### src/rtl/ctrl_pkg.sv
// Shared encodings for the multicycle RV32I-subset controller, datapath and immediate generator.
package ctrl_pkg;

    typedef enum logic [3:0] {
        S_FETCH,
        S_DECODE,
        S_MEMADR,
        S_MEMREAD,
        S_MEMWB,
        S_MEMWRITE,
        S_EXECR,
        S_EXECI,
        S_ALUWB,
        S_BRANCH,
        S_TRAP
    } state_t;

    localparam logic [6:0] OP_LW = 7'b0000011;
    localparam logic [6:0] OP_SW = 7'b0100011;
    localparam logic [6:0] OP_R  = 7'b0110011;
    localparam logic [6:0] OP_I  = 7'b0010011;
    localparam logic [6:0] OP_B  = 7'b1100011;

    localparam logic [2:0] F3_ADD  = 3'b000;
    localparam logic [2:0] F3_SLT  = 3'b010;
    localparam logic [2:0] F3_OR   = 3'b110;
    localparam logic [2:0] F3_AND  = 3'b111;
    localparam logic [2:0] F3_LWSW = 3'b010;
    localparam logic [2:0] F3_BEQ  = 3'b000;
    localparam logic [2:0] F3_BNE  = 3'b001;

    localparam logic [6:0] F7_BASE = 7'b0000000;
    localparam logic [6:0] F7_ALT  = 7'b0100000;

    localparam logic [2:0] ALU_ADD = 3'b000;
    localparam logic [2:0] ALU_SUB = 3'b001;
    localparam logic [2:0] ALU_AND = 3'b010;
    localparam logic [2:0] ALU_OR  = 3'b011;
    localparam logic [2:0] ALU_SLT = 3'b101;

    localparam logic [1:0] IMM_I = 2'b00;
    localparam logic [1:0] IMM_S = 2'b01;
    localparam logic [1:0] IMM_B = 2'b10;

    localparam logic [1:0] SRCA_PC    = 2'b00;
    localparam logic [1:0] SRCA_OLDPC = 2'b01;
    localparam logic [1:0] SRCA_RS1   = 2'b10;

    localparam logic [1:0] SRCB_RS2  = 2'b00;
    localparam logic [1:0] SRCB_IMM  = 2'b01;
    localparam logic [1:0] SRCB_FOUR = 2'b10;

    localparam logic [1:0] RES_ALUOUT = 2'b00;
    localparam logic [1:0] RES_RDATA  = 2'b01;
    localparam logic [1:0] RES_ALU    = 2'b10;

    // One cycle's worth of datapath control; all-zero is the idle word.
    typedef struct packed {
        logic       pc_write;
        logic       ir_write;
        logic       adr_src;
        logic       mem_read;
        logic       mem_write;
        logic       reg_write;
        logic [1:0] imm_src;
        logic [1:0] src_a;
        logic [1:0] src_b;
        logic [2:0] alu_ctl;
        logic [1:0] result_src;
        logic       illegal;
    } ctrl_t;

endpackage

### src/rtl/alu_decoder.sv
// Maps funct3/funct7 to an ALU operation for R- and I-type instructions.
module alu_decoder
    import ctrl_pkg::*;
(
    input  logic [6:0] opcode,
    input  logic [2:0] funct3,
    input  logic [6:0] funct7,
    output logic [2:0] ALUControl,
    output logic       unsupported
);

    always_comb begin
        ALUControl  = ALU_ADD;
        unsupported = 1'b0;
        case (funct3)
            // I-type reuses the funct7 field as immediate bits, so sub is R-type only
            F3_ADD:  ALUControl = (opcode == OP_R && funct7[5]) ? ALU_SUB : ALU_ADD;
            F3_SLT:  ALUControl = ALU_SLT;
            F3_OR:   ALUControl = ALU_OR;
            F3_AND:  ALUControl = ALU_AND;
            default: unsupported = 1'b1;
        endcase
        if (opcode == OP_R && funct7 != F7_BASE && funct7 != F7_ALT)
            unsupported = 1'b1;
    end

endmodule

### src/rtl/multicycle_ctrl.sv
// Multicycle control FSM: sequences the shared datapath, stalls on MemReady, counts retirements.
module multicycle_ctrl
    import ctrl_pkg::*;
(
    input  logic        clk,
    input  logic        rst,
    input  logic [31:0] Instr,
    input  logic        Zero,
    input  logic        MemReady,
    output logic        PCWrite,
    output logic        IRWrite,
    output logic        AdrSrc,
    output logic        MemRead,
    output logic        MemWrite,
    output logic        RegWrite,
    output logic [1:0]  ImmSrc,
    output logic [1:0]  ALUSrcA,
    output logic [1:0]  ALUSrcB,
    output logic [2:0]  ALUControl,
    output logic [1:0]  ResultSrc,
    output logic        Illegal,
    output logic [31:0] InstRet
);

    state_t      state, state_next;
    ctrl_t       ctl;
    logic        retire;
    logic        illegal_op;
    logic        alu_unsup;
    logic [2:0]  alu_op;
    logic [31:0] instret_q;

    logic [6:0] opcode;
    logic [2:0] funct3;
    logic [6:0] funct7;
    logic       unused_instr;

    assign opcode       = Instr[6:0];
    assign funct3       = Instr[14:12];
    assign funct7       = Instr[31:25];
    assign unused_instr = ^{Instr[24:15], Instr[11:7]};

    alu_decoder u_alu_dec (
        .opcode      (opcode),
        .funct3      (funct3),
        .funct7      (funct7),
        .ALUControl  (alu_op),
        .unsupported (alu_unsup)
    );

    always_comb begin
        illegal_op = 1'b1;
        case (opcode)
            OP_LW, OP_SW: illegal_op = (funct3 != F3_LWSW);
            OP_R, OP_I:   illegal_op = alu_unsup;
            OP_B:         illegal_op = !(funct3 == F3_BEQ || funct3 == F3_BNE);
            default:      illegal_op = 1'b1;
        endcase
    end

    always_ff @(posedge clk or posedge rst) begin
        if (rst) state <= S_FETCH;
        else     state <= state_next;
    end

    // Everything stays at the idle word while rst is high, including FETCH's read request.
    always_comb begin
        state_next = state;
        ctl        = '0;
        retire     = 1'b0;
        if (!rst) begin
            case (state)
                S_FETCH: begin
                    ctl.mem_read = 1'b1;
                    if (MemReady) begin
                        ctl.ir_write   = 1'b1;
                        ctl.pc_write   = 1'b1;
                        ctl.src_a      = SRCA_PC;
                        ctl.src_b      = SRCB_FOUR;
                        ctl.alu_ctl    = ALU_ADD;
                        ctl.result_src = RES_ALU;
                        state_next     = S_DECODE;
                    end
                end
                S_DECODE: begin
                    // Branch target goes to ALUOut now, while the ALU is otherwise idle
                    ctl.src_a   = SRCA_OLDPC;
                    ctl.src_b   = SRCB_IMM;
                    ctl.imm_src = IMM_B;
                    ctl.alu_ctl = ALU_ADD;
                    case (opcode)
                        OP_LW, OP_SW: state_next = S_MEMADR;
                        OP_R:         state_next = S_EXECR;
                        OP_I:         state_next = S_EXECI;
                        OP_B:         state_next = S_BRANCH;
                        default:      state_next = S_TRAP;
                    endcase
                    if (illegal_op) state_next = S_TRAP;
                end
                S_MEMADR: begin
                    ctl.src_a   = SRCA_RS1;
                    ctl.src_b   = SRCB_IMM;
                    ctl.imm_src = (opcode == OP_SW) ? IMM_S : IMM_I;
                    state_next  = (opcode == OP_SW) ? S_MEMWRITE : S_MEMREAD;
                end
                S_MEMREAD: begin
                    ctl.adr_src  = 1'b1;
                    ctl.mem_read = 1'b1;
                    if (MemReady) state_next = S_MEMWB;
                end
                S_MEMWB: begin
                    ctl.result_src = RES_RDATA;
                    ctl.reg_write  = 1'b1;
                    retire         = 1'b1;
                    state_next     = S_FETCH;
                end
                S_MEMWRITE: begin
                    ctl.adr_src   = 1'b1;
                    ctl.mem_write = 1'b1;
                    if (MemReady) begin
                        retire     = 1'b1;
                        state_next = S_FETCH;
                    end
                end
                S_EXECR: begin
                    ctl.src_a   = SRCA_RS1;
                    ctl.src_b   = SRCB_RS2;
                    ctl.alu_ctl = alu_op;
                    state_next  = S_ALUWB;
                end
                S_EXECI: begin
                    ctl.src_a   = SRCA_RS1;
                    ctl.src_b   = SRCB_IMM;
                    ctl.imm_src = IMM_I;
                    ctl.alu_ctl = alu_op;
                    state_next  = S_ALUWB;
                end
                S_ALUWB: begin
                    ctl.result_src = RES_ALUOUT;
                    ctl.reg_write  = 1'b1;
                    retire         = 1'b1;
                    state_next     = S_FETCH;
                end
                S_BRANCH: begin
                    ctl.src_a      = SRCA_RS1;
                    ctl.src_b      = SRCB_RS2;
                    ctl.alu_ctl    = ALU_SUB;
                    ctl.result_src = RES_ALUOUT;
                    ctl.pc_write   = (funct3 == F3_BEQ && Zero) || (funct3 == F3_BNE && !Zero);
                    retire         = 1'b1;
                    state_next     = S_FETCH;
                end
                S_TRAP: begin
                    ctl.illegal = 1'b1;
                end
                default: state_next = S_FETCH;
            endcase
        end
    end

    always_ff @(posedge clk or posedge rst) begin
        if (rst)         instret_q <= '0;
        else if (retire) instret_q <= instret_q + 32'd1;
    end

    assign PCWrite    = ctl.pc_write;
    assign IRWrite    = ctl.ir_write;
    assign AdrSrc     = ctl.adr_src;
    assign MemRead    = ctl.mem_read;
    assign MemWrite   = ctl.mem_write;
    assign RegWrite   = ctl.reg_write;
    assign ImmSrc     = ctl.imm_src;
    assign ALUSrcA    = ctl.src_a;
    assign ALUSrcB    = ctl.src_b;
    assign ALUControl = ctl.alu_ctl;
    assign ResultSrc  = ctl.result_src;
    assign Illegal    = ctl.illegal;
    assign InstRet    = instret_q;

endmodule
### config.mk
export PLATFORM = sky130hd
export DESIGN_NAME = multicycle_ctrl
export DESIGN_NICKNAME = d
export VERILOG_FILES = /design/src/rtl/ctrl_pkg.sv /design/src/rtl/alu_decoder.sv /design/src/rtl/multicycle_ctrl.sv
export SDC_FILE = /design/constraint.sdc
export NUM_CORES = 1
export LEC_CHECK = 0
export ABC_CLOCK_PERIOD_IN_PS = 2000
export BUFFER_PORTS_ARGS = -buffer_cell sky130_fd_sc_hd__buf_4
export CAP_MARGIN = 15
export CORE_UTILIZATION = 35
export CTS_CLUSTER_SIZE = 20
export DETAILED_ROUTE_END_ITERATION = 8
export GPL_TIMING_DRIVEN = 0
export PLACE_DENSITY = 0.69
export SYNTH_ARGS = -nofsm -noshare
export SYNTH_HDL_FRONTEND = slang
export SYNTH_HIERARCHICAL = 1
export SYNTH_SLANG_ARGS = --single-unit
### constraint.sdc
create_clock -name clk -period 2 [get_ports clk]
set_clock_uncertainty 0.1 [all_clocks]
set_input_delay 0.2 -clock clk [delete_from_list [all_inputs] [get_ports clk]]
set_output_delay 0.2 -clock clk [all_outputs]
set_load 0.02 [all_outputs]
After elaboration in Yosys (flattened, before gate mapping)
Cells that the tools add are included.
{"block": "totals", "output_inout_bits": 50, "inputBits": 36, "word_cells": 82, "regBits": 36}
{"block": "classes", "n_eq_ne": 24, "n_bitwise": 2, "addsub": 1, "mux": 30, "n_reduce_logical": 23}
{"cell": "adder 32 x 1 -> 32 bit (second input constant)", "count": 1}
{"cell": "case mux 4 bit (4 select lines)", "count": 2}
{"cell": "case mux 4 bit (7 select lines)", "count": 1}
{"cell": "2-to-1 mux 18 bit", "count": 1}
{"cell": "== test 4 x 3 -> 1 bit (second input constant)", "count": 4}
{"cell": "2-to-1 mux 4 bit", "count": 4}
{"cell": "OR reduction 2 bit", "count": 8}
{"cell": "== test 7 x 6 -> 1 bit (second input constant)", "count": 2}
{"cell": "== test 4 bit (second input constant)", "count": 3}
{"cell": "2-to-1 mux 1 bit", "count": 12}
{"cell": "case mux 3 bit (4 select lines)", "count": 1}
{"cell": "case mux 3 bit (3 select lines)", "count": 1}
{"cell": "== test 4 x 2 -> 1 bit (second input constant)", "count": 2}
{"cell": "case mux 2 bit (2 select lines)", "count": 2}
{"cell": "== test 7 x 2 -> 1 bit (second input constant)", "count": 1}
{"cell": "== test 7 x 5 -> 1 bit (second input constant)", "count": 1}
{"cell": "== test 7 bit (second input constant)", "count": 1}
{"cell": "2-to-1 mux 7 bit", "count": 1}
{"cell": "inequality test 7 x 6 -> 1 bit (second input constant)", "count": 1}
{"cell": "nonzero test 7 bit", "count": 1}
{"cell": "== test 3 bit (second input constant)", "count": 2}
{"cell": "inequality test 2 bit (second input constant)", "count": 3}
{"cell": "logical AND 1 bit", "count": 5}
{"cell": "AND reduction 5 bit", "count": 1}
{"cell": "other kinds (15)", "count": 19}

Depth between registers and ports, before layout
{"block": "depth", "depth_word": 7, "ltp_mapped": 8, "ltp_nobuf": 8}

Hierarchy
The synthesis kept the hierarchy.
{"module": "multicycle_ctrl", "seq_area_each_um2": 900.9, "area_per_inst_um2": 2135.8, "instances": 1, "cells_each": 232}
{"module": "alu_decoder", "seq_area_each_um2": 0.0, "area_per_inst_um2": 71.3, "instances": 1, "cells_each": 11}

Least setup slack after synthesis
No wires, ideal clock.
{"block": "synth_path", "path_kind": "register -> output", "startpoint": "register state[1]", "endpoint": "output PCWrite", "path_stages_with_launch": 5, "path_buffers": 2, "arrival_time_ns": 2.038, "t_required_ns": 1.700, "setup_slack_ns": -0.338, "cell_sequence": "dfrtp_1 -> buf_2 -> clkbuf_1 -> nor4b_1 -> a31o_2"}
{"block": "synth_via", "elab_chain_cells": 3, "word_cells_on_any_way": 4, "cone_classes": "eq/ne (1); mux (2); reduce/logical (1)"}
{"element": "start: declaration", "line_no": "multicycle_ctrl.sv:25", "source": "state_t state, state_next;"}
{"element": "start signal: assignment", "line_no": "multicycle_ctrl.sv:63", "source": "else state <= state_next;"}
{"element": "== test 4 bit or logical NOT 4 bit (tied branches)", "line_no": "multicycle_ctrl.sv:72", "source": "case (state)"}
{"element": "case mux 1 bit (2 select lines) (*)", "line_no": "multicycle_ctrl.sv:72"}
{"element": "2-to-1 mux 18 bit (*)", "line_no": "multicycle_ctrl.sv:71", "source": "if (!rst) begin"}
{"element": "end: declaration", "line_no": "multicycle_ctrl.sv:10", "source": "output logic PCWrite,"}
Every way passes the cells marked *; elsewhere a longest branch is shown, timed or not.

Worst setup path after layout
{"block": "layout_path", "startpoint": "register state[2]", "endpoint": "output ImmSrc[0]"}
{"block": "layout_via", "elab_chain_cells": 3, "word_cells_on_any_way": 4, "cone_classes": "eq/ne (2); mux (2)"}
{"element": "== test 4 x 2 -> 1 bit or == test 4 x 1 -> 1 bit (tied branches)", "line_no": "multicycle_ctrl.sv:72"}
{"element": "case mux 2 bit (2 select lines) (*)", "line_no": "multicycle_ctrl.sv:72"}
{"element": "2-to-1 mux 18 bit (*)", "line_no": "multicycle_ctrl.sv:71"}
{"element": "end: declaration", "line_no": "multicycle_ctrl.sv:16", "source": "output logic [1:0] ImmSrc,"}
Marked as above.

==> summary.md <==
| Metric | Value |
|---|---|
| Post-synthesis share of cell area spent on and, or, nand and nor gates | 33.56% |
| GRT Util Overall | 17.51% |
| Worst min-delay path class | input pin to flip-flop |
| Area delta synth->final | 39.46% |
| Wire per inst | 13.66 µm |
| Category of the most critical setup path | flip-flop to output pin |
| Fmax | 516.7 MHz |
| Syn_area_per_cell | 9.083 µm² |
| Final weighted congestion in routability-driven placement | 0.8524 |
| Cell area power density | 864.5 nW/µm² |
| Hold buffer count at cts | 0 |
| Clock slew seen by the registers of the worst setup and hold paths | 0.06 ns |
| Primary FF master, synth | dfrtp_1 |
| Kind of end point of the critical path | output pin |
| Fraction of layout cells with a size suffix above 1 | 36.50% |
| Wire length of the first global-routing pass | 9087 µm |
| Top cell type by total area after synthesis | dfrtp_1 |
| Max_cap viols | 0 |
| Count of warnings emitted by yosys | 6 |
| Synthesized netlist net count | 280 |
| Share of cell area taken by muxes after synthesis | 0.5102% |
| IR drop worst, VDD | 0.5422 mV |
| Number of buffers added on ports | 70 |
| Floorplan die width | 81.41 µm |
| Cells after synthesis | 243 |
| Setup violators final | 0 |
| Buffers from clock root to sink, at most | 2 |
| Post-placement worst setup slack | -0.1003 ns |
| Outcome | completed |
| Sinks on Clock Net | 36 |
| Effective utilization at floorplan | 36.84% |
| Smallest hold slack | 0.1422 ns |
| CTS H-Tree Depth | 2 |
| Clock latency on the worst-skew pair | 0.29 ns |
| Post-synthesis compound-gate area fraction | 7.710% |
| Transition time of the tightest slew-check pin | 0.4849 ns |
| Setup WS post-layout | 0.06460 ns |
| Number of antenna violations at the first check in global routing | 0 |
| Post-layout net count | 363 |
| I/O pin count | 86 |
| Crit path launch type | flip-flop |
| Die area | 6628 µm² |
| Count of nets left with antenna violations after detail routing | 0 |
| Residual overflow from global routing | 0 |
| Count of placed standard cells including taps | 388 |
| Arrival time at the worst endpoint | 1.64 ns |
| Core area | 5991 µm² |
| Routed met2 length | 2623 µm |
| Die outline height | 81.41 µm |
| Number of DRC violations after detailed-routing iteration 0 | 68 |
| Post-route met1 wirelength | 2454 µm |
| Sequential area share after synthesis | 40.82% |
| Proportion of register bits with asynchronous set or reset after synthesis | 100.0% |
| Total number of vias | 2101 |
| Adder-Cell Fraction of Synth Area | 0.5669% |
| Fraction of post-synthesis cell area in the top cell type by area | 40.82% |
| Final clock period utilization by the worst path | 96.77% |
| Count of non-filler cells in the finished layout | 401 |
| Final WL | 5476 µm |
| Topmost layer with routed signal wires | met4 |
| Maximum fanout along the worst path | 9 |
| Total of flip-flops plus latches after synthesis | 36 |
| Count of inserted antenna diode cells | 0 |
| Headroom to the max-slew limit | 67.68% |
| Min Tclk post-route | 1.935 ns |
| Final non-filler cell area | 3078 µm² |
| Clock tree from TritonCTS | done |
| Cell with the most instances after synthesis | dfrtp_1 |
| Total clock buffers created by CTS | 5 |
| 1st-pass router iterations | 4 |
| Total count of hold-check failures in the final report | 0 |
| Drt drc | 0 |
| Top cell types by occurrence after synthesis | dfrtp_1 (36), nor2_1 (26), nand2_1 (21) |
| Met3 wire length | 321 µm |
| Maximum number of pins on one net before global-route repair | 39 |
| Mapped cell area | 2207 µm² |
| Detailed Place HPWL | 3977 µm |
| Worst endpoint required time | 1.70 ns |
| Biggest area contributors in the synthesized netlist | dfrtp_1 (41%), xnor2_1 (7.1%), xor2_1 (6.0%), nor2_1 (4.4%), nand3_1 (3.6%) |
| Combinational family with the most area after synthesis | simple AND/OR/NAND/NOR gates |
| Setup slack of the worst register-to-register path | 0.10 ns |
| Number of max-slew violations in the final report | 0 |
| XOR/XNOR share of the synthesized area | 13.10% |
| Leakage power summed over all cells | 0.001472 µW |
| Vias in the first global route | 1977 |
| Netlist cell types | 46 |
| CTS root buffer | clkbuf_8 |
| Standard-cell row count | 28 |
| Vias/cell | 5.239 |
| Post-synth EDFFs | 0 |
| Dpl cell area | 2834 µm² |
flip-flops by register name, summed over array words and instances (netlist names):
| name | count |
|---|---|
| InstRet | 32 |
| state | 4 |
metal layers:
layer,up-vias,track usage [%]
met1,988,22.52
met3,8,4.000
met4,0,5.536
met2,73,28.92
met5,-,0
li1,1032,-
metrics by stage:
stage	TNS (ns)	utilization, %	total power, µW
floorplan	0	-	1615
global placement	-0.9836	47.31	1962
detailed placement	-0.1003	47.31	1973
CTS	0	49.29	2532
global route	-0.2414	51.38	2841
finish	0	51.38	2661
where the power goes:
group	internal, µW	switching (µW)	leakage, µW
Clock	236	246	0.0000410
Sequential	806	74.5	0.000482
Combinational	569	728	0.000949
worst max-delay path: stages (launching register included):
cell and delay [ns]:
dfrtp_1 0.37, buf_2 0.17, nand2b_4 0.16, nor4_1 0.42, buf_4 0.23
timing repair:
| item | CTS | global route |
|---|---|---|
| pin swaps | 1 | 5 |
| buffers inserted | 1 | 5 |
| setup endpoints to repair | 9 | 21 |
| resized for setup | 11 | 29 |
cells in the final DEF, fill, tap and decap left out, types with 2 or more instances in the layout:
master / count
a21oi_1: 7
a22oi_1: 2
and2_1: 2
and3_1: 7
buf_4: 80
buf_6: 2
clkbuf_1: 3
clkbuf_8: 5
dfrtp_1: 33
dfrtp_2: 3
inv_1: 3
nand2_1: 19
nand2_2: 2
nand2b_1: 6
nand3_1: 15
nand4_1: 9
nor2_1: 24
nor2b_1: 3
nor3_1: 7
nor3_2: 3
nor3b_1: 3
nor4_1: 4
nor4_4: 2
nor4b_1: 2
nor4b_4: 2
nor4bb_1: 2
o21ai_0: 8
o22ai_1: 2
or2_2: 2
xnor2_1: 18
xor2_1: 15
final cells by class:
class	count	area (µm²)
buffer	13	96.34
clock buffer	6	72.57
clock inverter	1	5.005
fill	566	2913
inverter	5	21.27
multi-input combinational	189	1314
sequential	36	904.6
tap	75	93.84
timing repair buffer	76	570.5
worst paths after layout:
kind	end	start	cells after the start
worst max-delay path	ImmSrc[0]	state[2]	4
worst min-delay path	state[2]	Instr[4]	3
worst max register to register	InstRet[24]	InstRet[0]	7
worst min register to register	InstRet[31]	InstRet[31]	1
max in group asynchronous	state[3]	rst	3
min in group asynchronous	state[2]	rst	3
cells by family after synthesis:
logic type,count (synthesis)
adder cells (fa/ha/maj),1
AO/OA/AOI/OAI,27
multiplexers,1
XOR/XNOR,33
flip-flops,36
AND/OR/NAND/NOR,127
buffers and inverters,18
Note: power is estimated with default switching activity, not from simulation.
